<file path="src/rtl/if_pkg.sv">
// Shared definitions for the instruction-fetch stage.
package if_pkg;

  localparam int INST_W = 32;

  // Bubble instruction: add x0,x0,x0
  localparam logic [INST_W-1:0] NOP_INST = 32'h0000_0033;

endpackage

</file>
<file path="src/rtl/pc_reg.sv">
// Program counter: PC flop, next-PC priority mux and the +4 adder.
// Redirect targets are word-aligned by dropping the two low bits.
module pc_reg #(
  parameter int          ADDR_W   = 6,
  parameter int unsigned RESET_PC = 0
) (
  input  logic              clk,
  input  logic              rst,
  input  logic              i_stall,
  input  logic              i_redirect,
  input  logic [ADDR_W-1:0] i_redirect_pc,
  output logic [ADDR_W-1:0] o_pc,
  output logic [ADDR_W-1:0] o_pc_plus4
);

  logic [ADDR_W-1:0] r_pc_p0;
  logic [ADDR_W-1:0] w_pc_plus4;
  logic [ADDR_W-1:0] w_pc_next;

  // Wraps modulo 2^ADDR_W; carry out is intentionally discarded
  assign w_pc_plus4 = r_pc_p0 + ADDR_W'(4);

  // Next-PC select: redirect beats stall, otherwise sequential
  always_comb begin
    w_pc_next = r_pc_p0;
    if (i_redirect) begin
      w_pc_next = {i_redirect_pc[ADDR_W-1:2], 2'b00};
    end else if (!i_stall) begin
      w_pc_next = w_pc_plus4;
    end
  end

  // PC register
  always_ff @(posedge clk or posedge rst) begin
    if (rst) begin
      r_pc_p0 <= ADDR_W'(RESET_PC);
    end else begin
      r_pc_p0 <= w_pc_next;
    end
  end

  assign o_pc       = r_pc_p0;
  assign o_pc_plus4 = w_pc_plus4;

endmodule

</file>
<file path="src/rtl/if_stage.sv">
// Instruction-fetch stage: PC register plus the IF/ID pipeline register.
// Optional build macro IF_FETCH_CNT_EN adds a saturating 16-bit count of
// instructions captured into IF/ID; without it fetch_count reads zero.
module if_stage
  import if_pkg::*;
#(
  parameter int          ADDR_W   = 6,
  parameter int unsigned RESET_PC = 0
) (
  input  logic              clk,
  input  logic              rst,
  input  logic              stall,
  input  logic              flush,
  input  logic              redirect,
  input  logic [ADDR_W-1:0] redirect_pc,
  output logic [ADDR_W-1:0] imem_addr,
  input  logic [INST_W-1:0] imem_data,
  output logic              ifid_valid,
  output logic [ADDR_W-1:0] ifid_pc,
  output logic [ADDR_W-1:0] ifid_pc_plus4,
  output logic [INST_W-1:0] ifid_inst,
  output logic [15:0]       fetch_count
);

  logic [ADDR_W-1:0] w_pc_p0;
  logic [ADDR_W-1:0] w_pc_plus4_p0;
  logic              w_capture;

  logic              r_vld_p1;
  logic [ADDR_W-1:0] r_pc_p1;
  logic [ADDR_W-1:0] r_pc_plus4_p1;
  logic [INST_W-1:0] r_inst_p1;

  pc_reg #(
    .ADDR_W   (ADDR_W),
    .RESET_PC (RESET_PC)
  ) u_pc_reg (
    .clk           (clk),
    .rst           (rst),
    .i_stall       (stall),
    .i_redirect    (redirect),
    .i_redirect_pc (redirect_pc),
    .o_pc          (w_pc_p0),
    .o_pc_plus4    (w_pc_plus4_p0)
  );

  // Memory sees the PC register directly, no added latency
  assign imem_addr = w_pc_p0;

  // A real fetch lands in IF/ID only when nothing kills or holds it
  assign w_capture = !flush && !redirect && !stall;

  // ---- IF -> ID boundary ----
  // Bubble on flush/redirect (pc fields hold), hold on stall, else capture
  always_ff @(posedge clk or posedge rst) begin
    if (rst) begin
      r_vld_p1      <= 1'b0;
      r_inst_p1     <= NOP_INST;
      r_pc_p1       <= '0;
      r_pc_plus4_p1 <= '0;
    end else if (flush || redirect) begin
      r_vld_p1      <= 1'b0;
      r_inst_p1     <= NOP_INST;
    end else if (w_capture) begin
      r_vld_p1      <= 1'b1;
      r_inst_p1     <= imem_data;
      r_pc_p1       <= w_pc_p0;
      r_pc_plus4_p1 <= w_pc_plus4_p0;
    end
  end

  assign ifid_valid    = r_vld_p1;
  assign ifid_pc       = r_pc_p1;
  assign ifid_pc_plus4 = r_pc_plus4_p1;
  assign ifid_inst     = r_inst_p1;

`ifdef IF_FETCH_CNT_EN
  logic [15:0] r_fetch_cnt;

  // Saturating count of captures into IF/ID
  always_ff @(posedge clk or posedge rst) begin
    if (rst) begin
      r_fetch_cnt <= '0;
    end else if (w_capture && (r_fetch_cnt != 16'hFFFF)) begin
      r_fetch_cnt <= r_fetch_cnt + 16'd1;
    end
  end

  assign fetch_count = r_fetch_cnt;
`else
  assign fetch_count = '0;
`endif

endmodule

</file>
<file path="config.mk">
export PLATFORM = sky130hd
export DESIGN_NAME = if_stage
export DESIGN_NICKNAME = d
export VERILOG_FILES = /design/src/rtl/if_pkg.sv /design/src/rtl/pc_reg.sv /design/src/rtl/if_stage.sv
export SDC_FILE = /design/constraint.sdc
export NUM_CORES = 1
export LEC_CHECK = 0
export ABC_CLOCK_PERIOD_IN_PS = 1300
export CAP_MARGIN = 20
export CORE_ASPECT_RATIO = 2
export CORE_MARGIN = 3
export CORE_UTILIZATION = 30
export CTS_BUF_LIST = sky130_fd_sc_hd__clkbuf_4
export CTS_CLUSTER_DIAMETER = 60
export DETAILED_ROUTE_END_ITERATION = 8
export GPL_TIMING_DRIVEN = 0
export PLACE_DENSITY = 0.68
export SETUP_SLACK_MARGIN = 0.2
export SLEW_MARGIN = 15
export SYNTH_ARGS = -nofsm -noshare
export SYNTH_HDL_FRONTEND = slang
export SYNTH_SLANG_ARGS = --single-unit
</file>
<file path="constraint.sdc">
create_clock -name clk -period 1.3 [get_ports clk]
set_clock_uncertainty 0.05 [all_clocks]
set_input_delay 0.26 -clock clk [delete_from_list [all_inputs] [get_ports clk]]
set_output_delay 0.26 -clock clk [all_outputs]
set_load 0.005 [all_outputs]
</file>
======== Word-level counts from Yosys, hierarchy flattened ========
Cells that the tools add are included.
word-level totals
  output and inout port bits .............. 67
  memory bits (writable) .................. 0
  memories ................................ 0
  register bits ........................... 51
  latch bits .............................. 0
  logic and storage cells ................. 22
  bits in read-only memories .............. 0
cells by class
  reduce and logical (&&, ||, !) cells .... 8
  $lt $le $gt $ge ......................... 0
  muxes and demuxes ....................... 6
  bitwise operators ....................... 1
  add/subtract/negate cells ............... 1
  multiply operators ...................... 0
  divide/modulo/power cells ............... 0
  eq/ne operators ......................... 1
  shift-type cells ........................ 0
operators by type and width
  operator               number
  $mux W32               2
  $mux W6                2
  $add A6 B3 Y6 const B  1
  $logic_not A1 Y1       3
  $logic_and A1 B1 Y1    2
  $mux W1                2
  $ne A2 B1 Y1 const B   1
  $reduce_and A2 Y1      1
  $reduce_bool A2 Y1     1
  $logic_or A1 B1 Y1     1
  $not A1 Y1             1

======== Depth between registers and ports, before layout ========
  depth after elaboration ................. 5
  mapped depth ............................ 6

======== Cells and area by module ========
Synthesis repeated with hierarchy kept, for this count alone.
second synthesis, totals
  cell total of the unflattened synthesis .. 182
  area, all modules ....................... 2207.1 µm²
by module, submodules not included
  module    cells an instance  times used  sequential area each (µm²)  area each (µm²)
  if_stage  152                1           1131.1                      1940.6
  pc_reg    30                 1           100.1                       266.5

======== Worst setup path after synthesis ========
Ideal clock, no wire load.
  path kind ............................... input-to-reg
  from .................................... in redirect
  to ...................................... reg r_pc_plus4_p1[2], in the netlist ifid_pc_plus4[2]
  library setup time ...................... 0.124 ns
  cell stages on the path ................. 6
  path buffers ............................ 3
  data required time ...................... 1.126 ns
  arrival ................................. 1.117 ns
  setup slack ............................. 0.009 ns
  cells stage by stage .................... buf_6 > or3_4 > buf_6 > buf_6 > nand2_1 > o21ai_2
on the way
  longest elaborated chain between the ends .. 4
  elaborated cells between the ends (all ways) .. 6
  classes of those cells .................. bitwise: 1; reduce/logical: 5
RTL lines
  item                                    line            text
  from (decl)                             if_stage.sv:14  input logic redirect,
  $logic_not A1 Y1                        if_stage.sv:51  assign w_capture = !flush && !redirect && !stall;
  $logic_and A1 B1 Y1 (2 in a row)        if_stage.sv:51
  $reduce_and A2 Y1 (no source line) (*)  --
  to (signal assigned)                    if_stage.sv:68  r_pc_plus4_p1 <= w_pc_plus4_p0;
  to (decl)                               if_stage.sv:31  logic [ADDR_W-1:0] r_pc_plus4_p1;
Mark *: on every way between the ends. The rest lies on a longest branch, timed or not.
A chain may end at the register's enable or synchronous reset.

======== Worst setup path in the final report ========
  from .................................... reg r_inst_p1[0], in the netlist ifid_inst[0]
  to ...................................... out ifid_inst[0]
RTL lines
  item                    line            text
  from (decl)             if_stage.sv:32  logic [INST_W-1:0] r_inst_p1;
  from (signal assigned)  if_stage.sv:66  r_inst_p1 <= imem_data;
  to (decl)               if_stage.sv:21  output logic [INST_W-1:0] ifid_inst,
No word-level cell between the ends.

==> impl_results.md <==
* Status: finished with violations
* Failing checks: setup timing
* Crit. Startpoint: ifid_inst[0]
* Post-DP HPWL at 3.69 mm
* Final worst path period share at 103%
* First-pass GRT wire length at 8.23 mm
* CP endpoint kind: primary output
* Post-synth cell types at 26
* RR Startpoint: u_pc_reg.o_pc[2]
* Relative max-transition margin at 64.9%
* Core Footprint at 0.00611 mm²
* Final setup TNS at -130 ps
* FF-to-FF path depth at 5
* Type of element launching the critical path: flop
* Drt drc at 0
* CTS Sinks at 45
* Largest net degree at the start of global routing at 24
* Sequential share of the synthesized area at 58.4%
* Die outline area at 0.00751 mm²
* Syn_area_per_cell at 12.3 µm²
* Initial antenna violation count at 1
* Hold buffers post-CTS at 0
* Min-delay worst type: in -> reg
* Clock Root Buffer: clkbuf_4
* Most frequent cells in the layout: 44 x buf_4, 43 x buf_2, 39 x dfrtp_1
* Clk Latency, worst-skew pair at 360 ps
* F_max at 748 MHz
* GR Overflow Total at 0
* Wirelength per Cell at 13.8 µm
* Clock Path Buffers at 2
* Pwr dens at 1000 mW/mm²
* # port buffers at 83
* Switching share of total power at 25.2%
* Min cycle time layout at 1340 ps
* Vias in the first global route at 1572
* Footprint of the multi-input gates at 708 µm²
* RSZ-0062 raised after global routing: yes
* Syn. warnings at 0
* Post-synth EDFFs at 0
* Critical path's top delay family: flip-flops
* Reg2Reg Setup Slack at 70 ps
* Final setup margin at -36.2 ps
* Max-slew violations at 0
* Crit path DAT at 1030 ps
* Critical Path Slowest Stage Cell: dfstp_2
* Number of vias per cell at 4.16
* Initial Util at 31.7%
* DRT iter0 DRCs at 23
* H-tree Lvls at 2
* Clk pwr share at 26.9%
* Final Setup Violations at 4
* Worst path max stage delay at 570 ps
* CTS clock-pin slew for the worst setup and hold paths at 130 ps
* Worst path cell trace: buf_6
* Sequential share of power at 48.9%
* Die height at 120 µm
* WL final at 5.26 mm
* Final ANT Viol Nets at 0
* Most used flip-flop cell after synthesis: dfrtp_1
* Worst setup endpoint: ifid_inst[0]
* Die width at 62.8 µm
* Synthesis-stage register bit count at 45
* Synth async-reset ratio at 100%
* # rows at 40
* CP max FO at 2
* Crit path kind: reg -> out
* Fill count at 594
* Final Hold Fails at 0
* Area grow syn2layout at 64.4%
* Power Total at 3.19 mW
* Worst endpoint required time at 990 ps
* Flip-flop and latch area at 0.00113 mm²
* Leakage at 1.66 nW
* NumNets Final at 340
* Mapped Cells at 157
* CP Buf/Inv Count at 1
* Int Power at 2.39 mW
* Mapped Area at 0.00194 mm²
* Worst slew pin tran at 525 ps
* Max VDD drop at 0.760 mV
* Via count at 1591
* Crit path depth at 1
* GR Util All Layers at 14.2%
* P_sw at 0.803 mW
* IO Pins at 110
* Worst R2R End: u_pc_reg.o_pc[4]
* Max Cap Viol at 0
* CTS tree: yes
* Commonest non-fill, non-tap cell in the layout: buf_4
* Layout cells sized above 1 at 46.8%
* Routability congestion estimate at 0.711
* Combinational power share at 24.2%
* TritonCTS Buffers at 5
* First-pass DRT Iterations at 3
-- synth_stat cells, types with 2 or more instances --
master,n,area share (%)
dfstp_2,4,5.4
buf_2,4,1.0
a22o_1,28,13
o21ai_0,4,1.0
xor2_1,2,0.91
inv_1,2,0.39
nor2_1,2,0.39
xnor2_1,2,0.91
dfrtp_1,41,53
o21ai_2,2,0.91
o22a_2,4,2.1
nand2_1,22,4.3
buf_4,22,8.5
buf_6,6,3.5
-- layer usage --
| layer | routed length [µm] | up-vias | global-route usage, % |
|---|---|---|---|
| li1 | - | 775 | - |
| met1 | 1920 | 738 | 15.3 |
| met2 | 2890 | 67 | 25.3 |
| met3 | 272 | 11 | 3.00 |
| met4 | 178 | 0 | 8.16 |
| met5 | 0 | - | 0 |
-- cells by family after synthesis --
logic type	after synthesis	synth area share [%]
muxes	1	0.517
xor gates and xnor gates	4	1.81
adders and majority gates	1	0.646
AOI/OAI and AO/OA	41	17.6
other	1	0.194
buffers and inverters	34	13.4
and+or+nand+nor	30	7.31
DFF	45	58.4
-- cell type report --
| type | count | share of cell area, % |
|---|---|---|
| flip-flops and latches | 45 | 35.6 |
| repair buffers | 110 | 27.2 |
| multi-input cells | 99 | 22.2 |
| plain buffers | 32 | 8.49 |
| well taps | 84 | 3.30 |
| clock buffers | 6 | 1.42 |
| clock inverters | 2 | 1.06 |
| inverters | 2 | 0.354 |
| repair inverters | 1 | 0.236 |
| diodes | 1 | 0.0786 |
-- per-stage QoR --
step	hold WS, ps	util [%]	cells	instance area (µm²)	setup WS [ps]
after CTS	14.8	50.4	372	3080	-62.8
after global routing	25.6	52.1	382	3180	-81.9
after global placement	408	48.9	345	2990	-450
final	43.8	52.1	382	3180	-36.2
after detailed placement	412	48.9	345	2990	-472
after floorplan	219	-	178	2050	44.7
-- registers in the layout (all words and copies together), names as in the netlist --
signal and flops:
ifid_inst 32, ifid_pc 4, ifid_pc_plus4 4, u_pc_reg.o_pc 4, ifid_valid 1
-- worst min path at each step --
stage                      from          endpoint  slack (ps)  cells after the start
2_1_floorplan               rst     ifid_inst[10]         220                      1
4_1_cts                redirect  u_pc_reg.o_pc[2]          10                      2
3_3_place_gp   ifid_pc_plus4[3]  ifid_pc_plus4[3]         410                      2
5_1_grt                redirect  u_pc_reg.o_pc[4]          30                      2
3_5_place_dp         ifid_pc[2]        ifid_pc[2]         410                      2
6_report               redirect  u_pc_reg.o_pc[4]          40                      2
-- power groups by stage --
stage	combinational [mW]	clock (mW)	sequential, mW
5_1_grt	0.840	0.948	1.57
6_report	0.772	0.859	1.56
4_1_cts	0.719	0.893	1.56
2_1_floorplan	0.267	0	1.61
3_5_place_dp	0.654	0	1.60
3_3_place_gp	0.645	0	1.60
-- worst register-to-register path, delay by kind of cell (launching register included) --
kind / cells / cell delay (ps)
buf+inv: 1 / 140
compound gates: 1 / 120
fa+ha+maj: 1 / 150
simple gates: 1 / 120
xor+xnor: 1 / 130
flops: 1 / 450
-- timing repair --
action	in CTS	in global routing
buffers inserted	18	9
cloned	1	0
endpoints found under the setup margin	90	50
resized for setup	205	5
pin swaps	7	6
Power figures use the tool's default switching activity.
